[config.mk]
export PLATFORM = sky130hd
export DESIGN_NAME = pong_ctrl
export DESIGN_NICKNAME = d
export VERILOG_FILES = /design/src/rtl/pong_pkg.sv /design/src/rtl/pong_bcd2.sv /design/src/rtl/pong_ctrl.sv
export SDC_FILE = /design/constraint.sdc
export NUM_CORES = 1
export LEC_CHECK = 0
export ABC_AREA = 0
export BUFFER_PORTS_ARGS = -buffer_cell sky130_fd_sc_hd__buf_2
export CAP_MARGIN = 5
export CELL_PAD_IN_SITES_DETAIL_PLACEMENT = 0
export CELL_PAD_IN_SITES_GLOBAL_PLACEMENT = 2
export CORE_MARGIN = 10
export CORE_UTILIZATION = 31
export CTS_CLUSTER_DIAMETER = 60
export DETAILED_ROUTE_END_ITERATION = 16
export GPL_TIMING_DRIVEN = 0
export PLACE_DENSITY_LB_ADDON = 0.1
export SETUP_SLACK_MARGIN = 0.2
export SLEW_MARGIN = 30
export SYNTH_ARGS = -nofsm -noshare
export SYNTH_HDL_FRONTEND = slang
export SYNTH_HIERARCHICAL = 1
export SYNTH_SLANG_ARGS = --single-unit
export TNS_END_PERCENT = 5
[constraint.sdc]
create_clock -name clk -period 2.55 [get_ports clk]
set_input_delay 0.51 -clock clk [delete_from_list [all_inputs] [get_ports clk]]
set_output_delay 0.51 -clock clk [all_outputs]
set_load 0.02 [all_outputs]
[src/rtl/pong_pkg.sv]
// rtl/pong_pkg.sv - shared state, message codes and game defaults for the pong blocks
package pong_pkg;

  // Game sequencing states; the text and graph blocks decode the same values.
  typedef enum logic [1:0] {
    ST_NEWGAME = 2'd0,
    ST_PLAY    = 2'd1,
    ST_NEWBALL = 2'd2,
    ST_OVER    = 2'd3
  } state_t;

  // Text overlay selection codes.
  localparam logic [1:0] MSG_NONE  = 2'b00;
  localparam logic [1:0] MSG_START = 2'b01;
  localparam logic [1:0] MSG_OVER  = 2'b10;

  // Default game length and pause length (2 s at 60 frames/s).
  localparam int DEF_BALLS      = 3;
  localparam int DEF_WAIT_TICKS = 120;

endpackage

[src/rtl/pong_bcd2.sv]
// rtl/pong_bcd2.sv - two-digit BCD up counter with clear and 99->00 wrap
module pong_bcd2 (
  input  logic       clk,
  input  logic       rst,
  input  logic       clr,
  input  logic       inc,
  output logic [3:0] d1,
  output logic [3:0] d0
);

  // Units digit rolls 9->0 and carries into tens; tens rolls 9->0 for the wrap.
  always_ff @(posedge clk) begin
    if (rst || clr) begin
      d1 <= 4'd0;
      d0 <= 4'd0;
    end else if (inc) begin
      if (d0 == 4'd9) begin
        d0 <= 4'd0;
        d1 <= (d1 == 4'd9) ? 4'd0 : d1 + 4'd1;
      end else begin
        d0 <= d0 + 4'd1;
      end
    end
  end

endmodule

[src/rtl/pong_ctrl.sv]
// rtl/pong_ctrl.sv - pong game sequencing FSM: score, ball count and post-miss pause
module pong_ctrl
  import pong_pkg::*;
#(
  parameter int BALLS      = DEF_BALLS,
  parameter int WAIT_TICKS = DEF_WAIT_TICKS,
  parameter int TICK_W     = 7
) (
  input  logic       clk,
  input  logic       rst,
  input  logic       refr_tick,
  input  logic [1:0] btn,
  input  logic       hit,
  input  logic       miss,
  output logic       gra_still,
  output logic [1:0] msg_sel,
  output logic [3:0] score_d1,
  output logic [3:0] score_d0,
  output logic [1:0] balls_left
);

  localparam logic [1:0]        BALLS_FULL  = 2'(BALLS);
  localparam logic [1:0]        BALLS_SERVE = 2'(BALLS - 1);
  localparam logic [TICK_W-1:0] TIMER_LOAD  = TICK_W'(WAIT_TICKS);
  localparam logic [TICK_W-1:0] TIMER_ONE   = TICK_W'(1);

  state_t            state;
  state_t            state_next;
  logic [TICK_W-1:0] timer;
  logic              timer_zero;
  logic              in_pause;
  logic              ld_timer;
  logic              serve_balls;
  logic              dec_balls;
  logic              refill_balls;
  logic              score_inc;
  logic              score_clr;

  assign timer_zero = (timer == '0);
  assign in_pause   = (state == ST_NEWBALL) || (state == ST_OVER);

  // State register.
  always_ff @(posedge clk) begin
    if (rst) state <= ST_NEWGAME;
    else     state <= state_next;
  end

  // Next-state and the one-cycle update strobes for score, balls and timer.
  always_comb begin
    state_next   = state;
    ld_timer     = 1'b0;
    serve_balls  = 1'b0;
    dec_balls    = 1'b0;
    refill_balls = 1'b0;
    score_inc    = 1'b0;
    score_clr    = 1'b0;
    case (state)
      ST_NEWGAME: begin
        if (btn != 2'b00) begin
          state_next  = ST_PLAY;
          serve_balls = 1'b1;
        end
      end
      ST_PLAY: begin
        // A miss wins over a simultaneous hit: the bounce never counted.
        if (miss) begin
          ld_timer = 1'b1;
          if (balls_left != 2'd0) begin
            dec_balls  = 1'b1;
            state_next = ST_NEWBALL;
          end else begin
            state_next = ST_OVER;
          end
        end else if (hit) begin
          score_inc = 1'b1;
        end
      end
      ST_NEWBALL: begin
        // Buttons must be released before the next serve.
        if (timer_zero && (btn == 2'b00)) state_next = ST_PLAY;
      end
      ST_OVER: begin
        if (timer_zero) begin
          state_next   = ST_NEWGAME;
          score_clr    = 1'b1;
          refill_balls = 1'b1;
        end
      end
      default: state_next = ST_NEWGAME;
    endcase
  end

  // Remaining reserve balls; the decrement strobe only fires when nonzero.
  always_ff @(posedge clk) begin
    if (rst || refill_balls) balls_left <= BALLS_FULL;
    else if (serve_balls)    balls_left <= BALLS_SERVE;
    else if (dec_balls)      balls_left <= balls_left - 2'd1;
  end

  // Frame-tick pause timer: loaded on entry to a pause, counts down to 0 and holds.
  always_ff @(posedge clk) begin
    if (rst)                                      timer <= '0;
    else if (ld_timer)                            timer <= TIMER_LOAD;
    else if (in_pause && refr_tick && !timer_zero) timer <= timer - TIMER_ONE;
  end

  // Moore outputs decoded from the state register.
  always_comb begin
    gra_still = (state != ST_PLAY);
    case (state)
      ST_NEWGAME: msg_sel = MSG_START;
      ST_OVER:    msg_sel = MSG_OVER;
      default:    msg_sel = MSG_NONE;
    endcase
  end

  pong_bcd2 u_score (
    .clk (clk),
    .rst (rst),
    .clr (score_clr),
    .inc (score_inc),
    .d1  (score_d1),
    .d0  (score_d0)
  );

endmodule

Word level (Yosys, flattened, before mapping)
Index checks and enable logic that the tools add are counted.
{"block": "word_totals", "regBits": 19, "mem_bits_rw": 0, "mem_bits_ro": 0, "latch_bits": 0, "inputBits": 7, "mem_count": 0}
{"block": "classes", "add_sub_neg": 4, "muxes": 25, "n_eq_ne": 10, "n_reduce_logical": 17, "shifts": 0, "n_lt_le_gt_ge": 0, "multipliers": 0, "div_mod_pow": 0, "bitwise": 0}
{"operator": "1-bit two-way mux", "count": 15}
{"operator": "7-bit two-way mux", "count": 2}
{"operator": "4-bit by 1-bit adder with 4-bit output, second input constant", "count": 2}
{"operator": "4-bit == test, second input constant", "count": 2}
{"operator": "2-bit two-way mux", "count": 4}
{"operator": "4-bit two-way mux", "count": 2}
{"operator": "2-bit one-hot mux with 4 select lines", "count": 1}
{"operator": "2-bit nonzero test", "count": 4}
{"operator": "7-bit logical NOT", "count": 1}
{"operator": "7-bit by 1-bit subtractor with 7-bit output, second input constant", "count": 1}
{"operator": "2-bit != test, second input constant", "count": 3}
{"operator": "2-bit == test, second input constant", "count": 2}
{"operator": "2-bit logical NOT", "count": 2}
{"operator": "2-bit by 1-bit != test with 1-bit output, second input constant", "count": 2}
{"operator": "2-bit one-hot mux with 2 select lines", "count": 1}
{"operator": "4-bit AND reduction", "count": 1}
{"operator": "2-bit OR reduction", "count": 2}
{"operator": "1-bit logical AND", "count": 3}
{"operator": "2-bit by 1-bit == test with 1-bit output, second input constant", "count": 1}
{"operator": "1-bit logical OR", "count": 2}
{"operator": "2-bit AND reduction", "count": 1}
{"operator": "2-bit by 1-bit subtractor with 2-bit output, second input constant", "count": 1}
{"operator": "1-bit logical NOT", "count": 1}

Depth between registers and ports, before layout
{"block": "logic_depth", "depth_word": 6, "mapped_depth": 7}

Hierarchy
Netlist, hierarchy kept.
{"mod": "pong_ctrl", "area_per_inst_um2": 661.9, "cells_per_inst": 77, "seq_area_each_um2": 220.2, "instances": 1}
{"mod": "pong_bcd2", "area_per_inst_um2": 392.9, "cells_per_inst": 46, "seq_area_each_um2": 160.2, "instances": 1}

Least setup slack after synthesis
No wires, ideal clock.
{"block": "synth_path", "path_kind": "register to register", "start": "reg state[1]", "end": "reg u_score.d1[0]", "path_stages_with_launch": 8, "n_path_buf": 2, "slack_ps": 549, "arrival_ps": 1931, "cell_sequence": "dfxtp_1 buf_6 nand2b_1 nor3b_1 nand2_1 buf_2 or4_1 a21oi_1"}
{"block": "synth_via", "elab_chain_cells": 3, "word_cells_on_any_way": 6}
{"item": "from (decl)", "line_no": "pong_ctrl.sv:27", "rtl": "state_t state;"}
{"item": "from (signal assigned)", "line_no": "pong_ctrl.sv:45", "rtl": "else state <= state_next;"}
{"item": "2-bit by 1-bit == test with 1-bit output", "line_no": "pong_ctrl.sv:57", "rtl": "case (state)"}
{"item": "1-bit two-way mux", "line_no": "pong_ctrl.sv:57"}
{"item": "net score_inc", "line_no": "pong_ctrl.sv:36", "rtl": "logic score_inc;"}
{"item": "2-bit AND reduction (no line)"}
{"item": "to (signal assigned)", "line_no": "pong_bcd2.sv:19", "rtl": "d1 <= (d1 == 4'd9) ? 4'd0 : d1 + 4'd1;"}
{"item": "to (decl)", "line_no": "pong_bcd2.sv:7", "rtl": "output logic [3:0] d1,"}
The timed path passes the listed nets, and every way through them passes these cells.
A chain may end at the register's enable or synchronous reset.

Worst setup path after layout
{"block": "layout_path", "start": "reg timer[0]", "end": "reg u_score.d1[3]"}
{"block": "layout_via", "elab_chain_cells": 4}
{"item": "from (decl)", "line_no": "pong_ctrl.sv:29", "rtl": "logic [TICK_W-1:0] timer;"}
{"item": "from (signal assigned)", "line_no": "pong_ctrl.sv:104", "rtl": "else if (in_pause && refr_tick && !timer_zero) timer <= timer - TIMER_ONE;"}
{"item": "7-bit logical NOT", "line_no": "pong_ctrl.sv:39", "rtl": "assign timer_zero = (timer == '0);"}
{"item": "1-bit two-way mux (2 in a row)"}
{"item": "net refill_balls", "line_no": "pong_ctrl.sv:35", "rtl": "logic refill_balls;"}
{"item": "1-bit logical OR", "line_no": "pong_bcd2.sv:13", "rtl": "if (rst || clr) begin"}
The timed path passes the listed nets, and every way through them passes these cells.

==> metrics.md <==
| Metric | Value |
|---|---|
| GRT met3 Usage | 0.0262 |
| Worst-case register-to-register setup slack | 450 ps |
| Area share of the leading cell type in the synthesized netlist | 0.361 |
| Die height | 78.3 um |
| Buffers inserted by post-CTS timing repair | 0 |
| HP Class | flip-flop to flip-flop |
| Most congested layer reported by global routing | met2 |
| Maximum vdd drop | 0.180 mV |
| Endpoint class of the critical path | flip-flop |
| Global-route met2 utilization | 0.109 |
| Number of synthesized flops with an enable pin | 0 |
| Remaining routing DRC violations | 0 |
| Instance count on the critical path | 7 |
| RSZ-0062 raised after global routing | false |
| Detailed-route via count | 917 |
| Transition time of the tightest slew-check pin | 493 ps |
| Detailed router's first-iteration violation count | 38 |
| Launch instance of the worst min-delay path | timer[6] |
| Final Routed Wirelength | 2390 um |
| Minimum clock period | 2100 ps |
| Final cell utilization of the core | 0.374 |
| Relative slew margins | 0.669 |
| Static leakage | 0.499 nW |
| Startpoint type of the worst setup path | flip-flop |
| Arrival time of the worst setup path | 2350 ps |
| Synthesized area per cell | 8.58 sq um |
| # setup viols final | 0 |
| Placeable core area | 3310 sq um |
| Maximum number of pins on one net before global-route repair | 11 |
| Number of standard cells in the final layout excluding fillers | 192 |
| Hold buffers post-CTS | 0 |
| Sequential area share after synthesis | 0.361 |
| Number of clock buffers inserted by TritonCTS | 3 |
| Main area contributors after synthesis | sky130_fd_sc_hd__dfxtp_1 (36%), sky130_fd_sc_hd__a21oi_1 (5.2%), sky130_fd_sc_hd__nor2_1 (4.3%) |
| Met1 usage | 0.108 |
| Standard cell with the maximum stage delay on the critical path | sky130_fd_sc_hd__or4b_1 |
| Sum of negative setup slack | 0 ps |
| # port buffers | 19 |
| Cells along the critical path | inv_1 > ha_1 > nor2b_1 > and3_1 > or4b_1 > or4_1 > nand3_1 |
| Largest clock skew in the final design | 4.50 ps |
| Clock input transition at the sequential cells of the worst setup and hold paths | 110 ps |
| Run status | finished clean |
| First-pass GRT wire length | 3970 um |
| Worst Path Buf+Inv | 1 |
| Initial antenna violation count | 0 |
| Number of top-level pins | 20 |
| Max-slew violation count | 0 |
| ANT nets after route | 0 |
| Clock root buffer | sky130_fd_sc_hd__clkbuf_4 |
| Placed wire-length estimate | 1830 um |
| Synthesized area | 1050 sq um |
| Max Cap Viol | 0 |
| Achievable frequency | 476 MHz |
| Global route total overflow | 0 |
| Number of gates given a new drive strength after cts | 0 |
| Synth-to-layout area growth | 17.4% |
| Number of filler instances in the final layout | 382 |
| Die Outline Area | 6140 sq um |
| Syn Nets | 133 |
| Hold path endpoint | timer[6] |
| CTS max path bufs | 2 |
| Total power divided by cell area | 535 nW/um^2 |
| Gate count after technology mapping | 123 |
| Initial core utilization | 0.319 |
| Most frequently used flop master after synthesis | sky130_fd_sc_hd__dfxtp_1 |
| Clock latency on the worst-skew pair | 290 ps |
| CP delay by family, top | simple AND/OR/NAND/NOR gates |
| Required time of the critical path | 2790 ps |
| Crit Path Max Fanout | 5 |
| Routed wire length per instance | 12.4 um |
| First-pass iteration count of the detailed router | 4 |
| Startpoint of the most critical register-to-register path | timer[0] |
| Site Rows | 21 |
| Number of sinks driven by the clock tree | 19 |
| Count of yosys warnings during synthesis | 6 |
| H-Tree Depth | 1 |
| Chip Width | 78.3 um |
| Via density per instance | 4.78 |
| Reg-to-Reg End | u_score/d1[3] |
| Synth cell types | 42 |
| Total Nets Final | 157 |
| Final period util | 0.824 |
| Vias in the first global route | 850 |
| Cell depth of the worst min-delay path | 1 |
| Reg2reg path depth | 7 |
| TritonCTS clock tree | yes |
| Start-to-end type of the worst setup path | flip-flop to flip-flop |
| Final number of hold-violating endpoints | 0 |
| Library cell with the largest summed area after synthesis | sky130_fd_sc_hd__dfxtp_1 |
| Number of cells after detailed placement | 188 |
| Final Wtd Congestion | 0.747 |
| Async SR Flop Fraction | 0 |
| Synth Register Bits | 19 |
| Fraction of final layout cells with drive strength greater than 1 | 0.247 |
| Total track usage | 0.0780 |
| Diode count | 0 |
| Max stage delay on crit path | 520 ps |
==> layout make-up <==
class / instances / area, sq um / area share
timing repair buffer: 19 / 95.1 / 0.0768
multi-input combinational: 92 / 622 / 0.502
buffer: 4 / 27.5 / 0.0222
inverter: 8 / 30.0 / 0.0242
clock buffer: 4 / 26.3 / 0.0212
sequential: 19 / 380 / 0.307
tap: 46 / 57.6 / 0.0465
==> cell usage after synthesis, drive strengths merged, types with 3 or more instances <==
cell    instances
a21oi          11
nor2           13
or4             6
o21ai           4
nand2           4
dfxtp          19
xnor2           4
a311oi          4
nand2b          5
nor3            4
buf             3
nand3           4
ha              3
nor2b           5
inv             8
==> cells in the final DEF (no fill, tap or decap), drive strengths merged, types with 4 or more instances in the layout <==
cell / n
or4: 6
xnor2: 4
nor2: 13
a21oi: 11
inv: 8
nand2: 4
buf: 22
nor3: 4
dfxtp: 19
nor2b: 5
nand3: 4
nand2b: 5
clkbuf: 5
a311oi: 4
o21ai: 4
==> cell families (layout without fill, tap and decap cells) <==
group	Yosys count	in the layout	synth area share
and+or+nand+nor	55	55	0.324
AOI/OAI and AO/OA	28	28	0.174
DFF	19	19	0.361
buffers and inverters	12	35	0.0546
xor gates and xnor gates	5	5	0.0415
adders and majority gates	3	3	0.0356
muxes	1	1	0.00949
==> worst max-delay path by stage <==
stage                     slack (ps)       endpoint     start
after floorplan                  550  u_score/d1[0]  state[1]
after global placement           390  u_score/d1[0]      miss
after detailed placement         390  u_score/d1[0]      miss
after CTS                        360  u_score/d1[0]  state[1]
after global routing             300  u_score/d1[3]  timer[0]
final                            450  u_score/d1[3]  timer[0]
==> power breakdown <==
group          internal [mW]  total, mW  switching, mW
combinational         0.0742      0.169         0.0952
sequential             0.316      0.338         0.0214
clock                 0.0607      0.155         0.0946
==> sequential cells by signal, summed over array words and instances (netlist names) <==
signal and flops:
state 2, timer 7, u_score/d1 4, balls_left 2, u_score/d0 4
==> routing by layer <==
layer  wire, um  part of all wire
met5          0                 0
met4         20            0.0084
met3         99             0.042
met2        973              0.41
met1       1290              0.54
==> per-stage QoR <==
step	hold slack [ps]	worst slack [ps]	cell area (sq um)	total power, mW
2_1_floorplan	455	549	1050	0.470
3_3_place_gp	471	391	1210	0.512
3_5_place_dp	488	385	1210	0.515
4_1_cts	507	357	1230	0.676
5_1_grt	545	304	1240	0.718
6_report	501	448	1240	0.662
No activity file was read; power rests on OpenSTA's default activity.
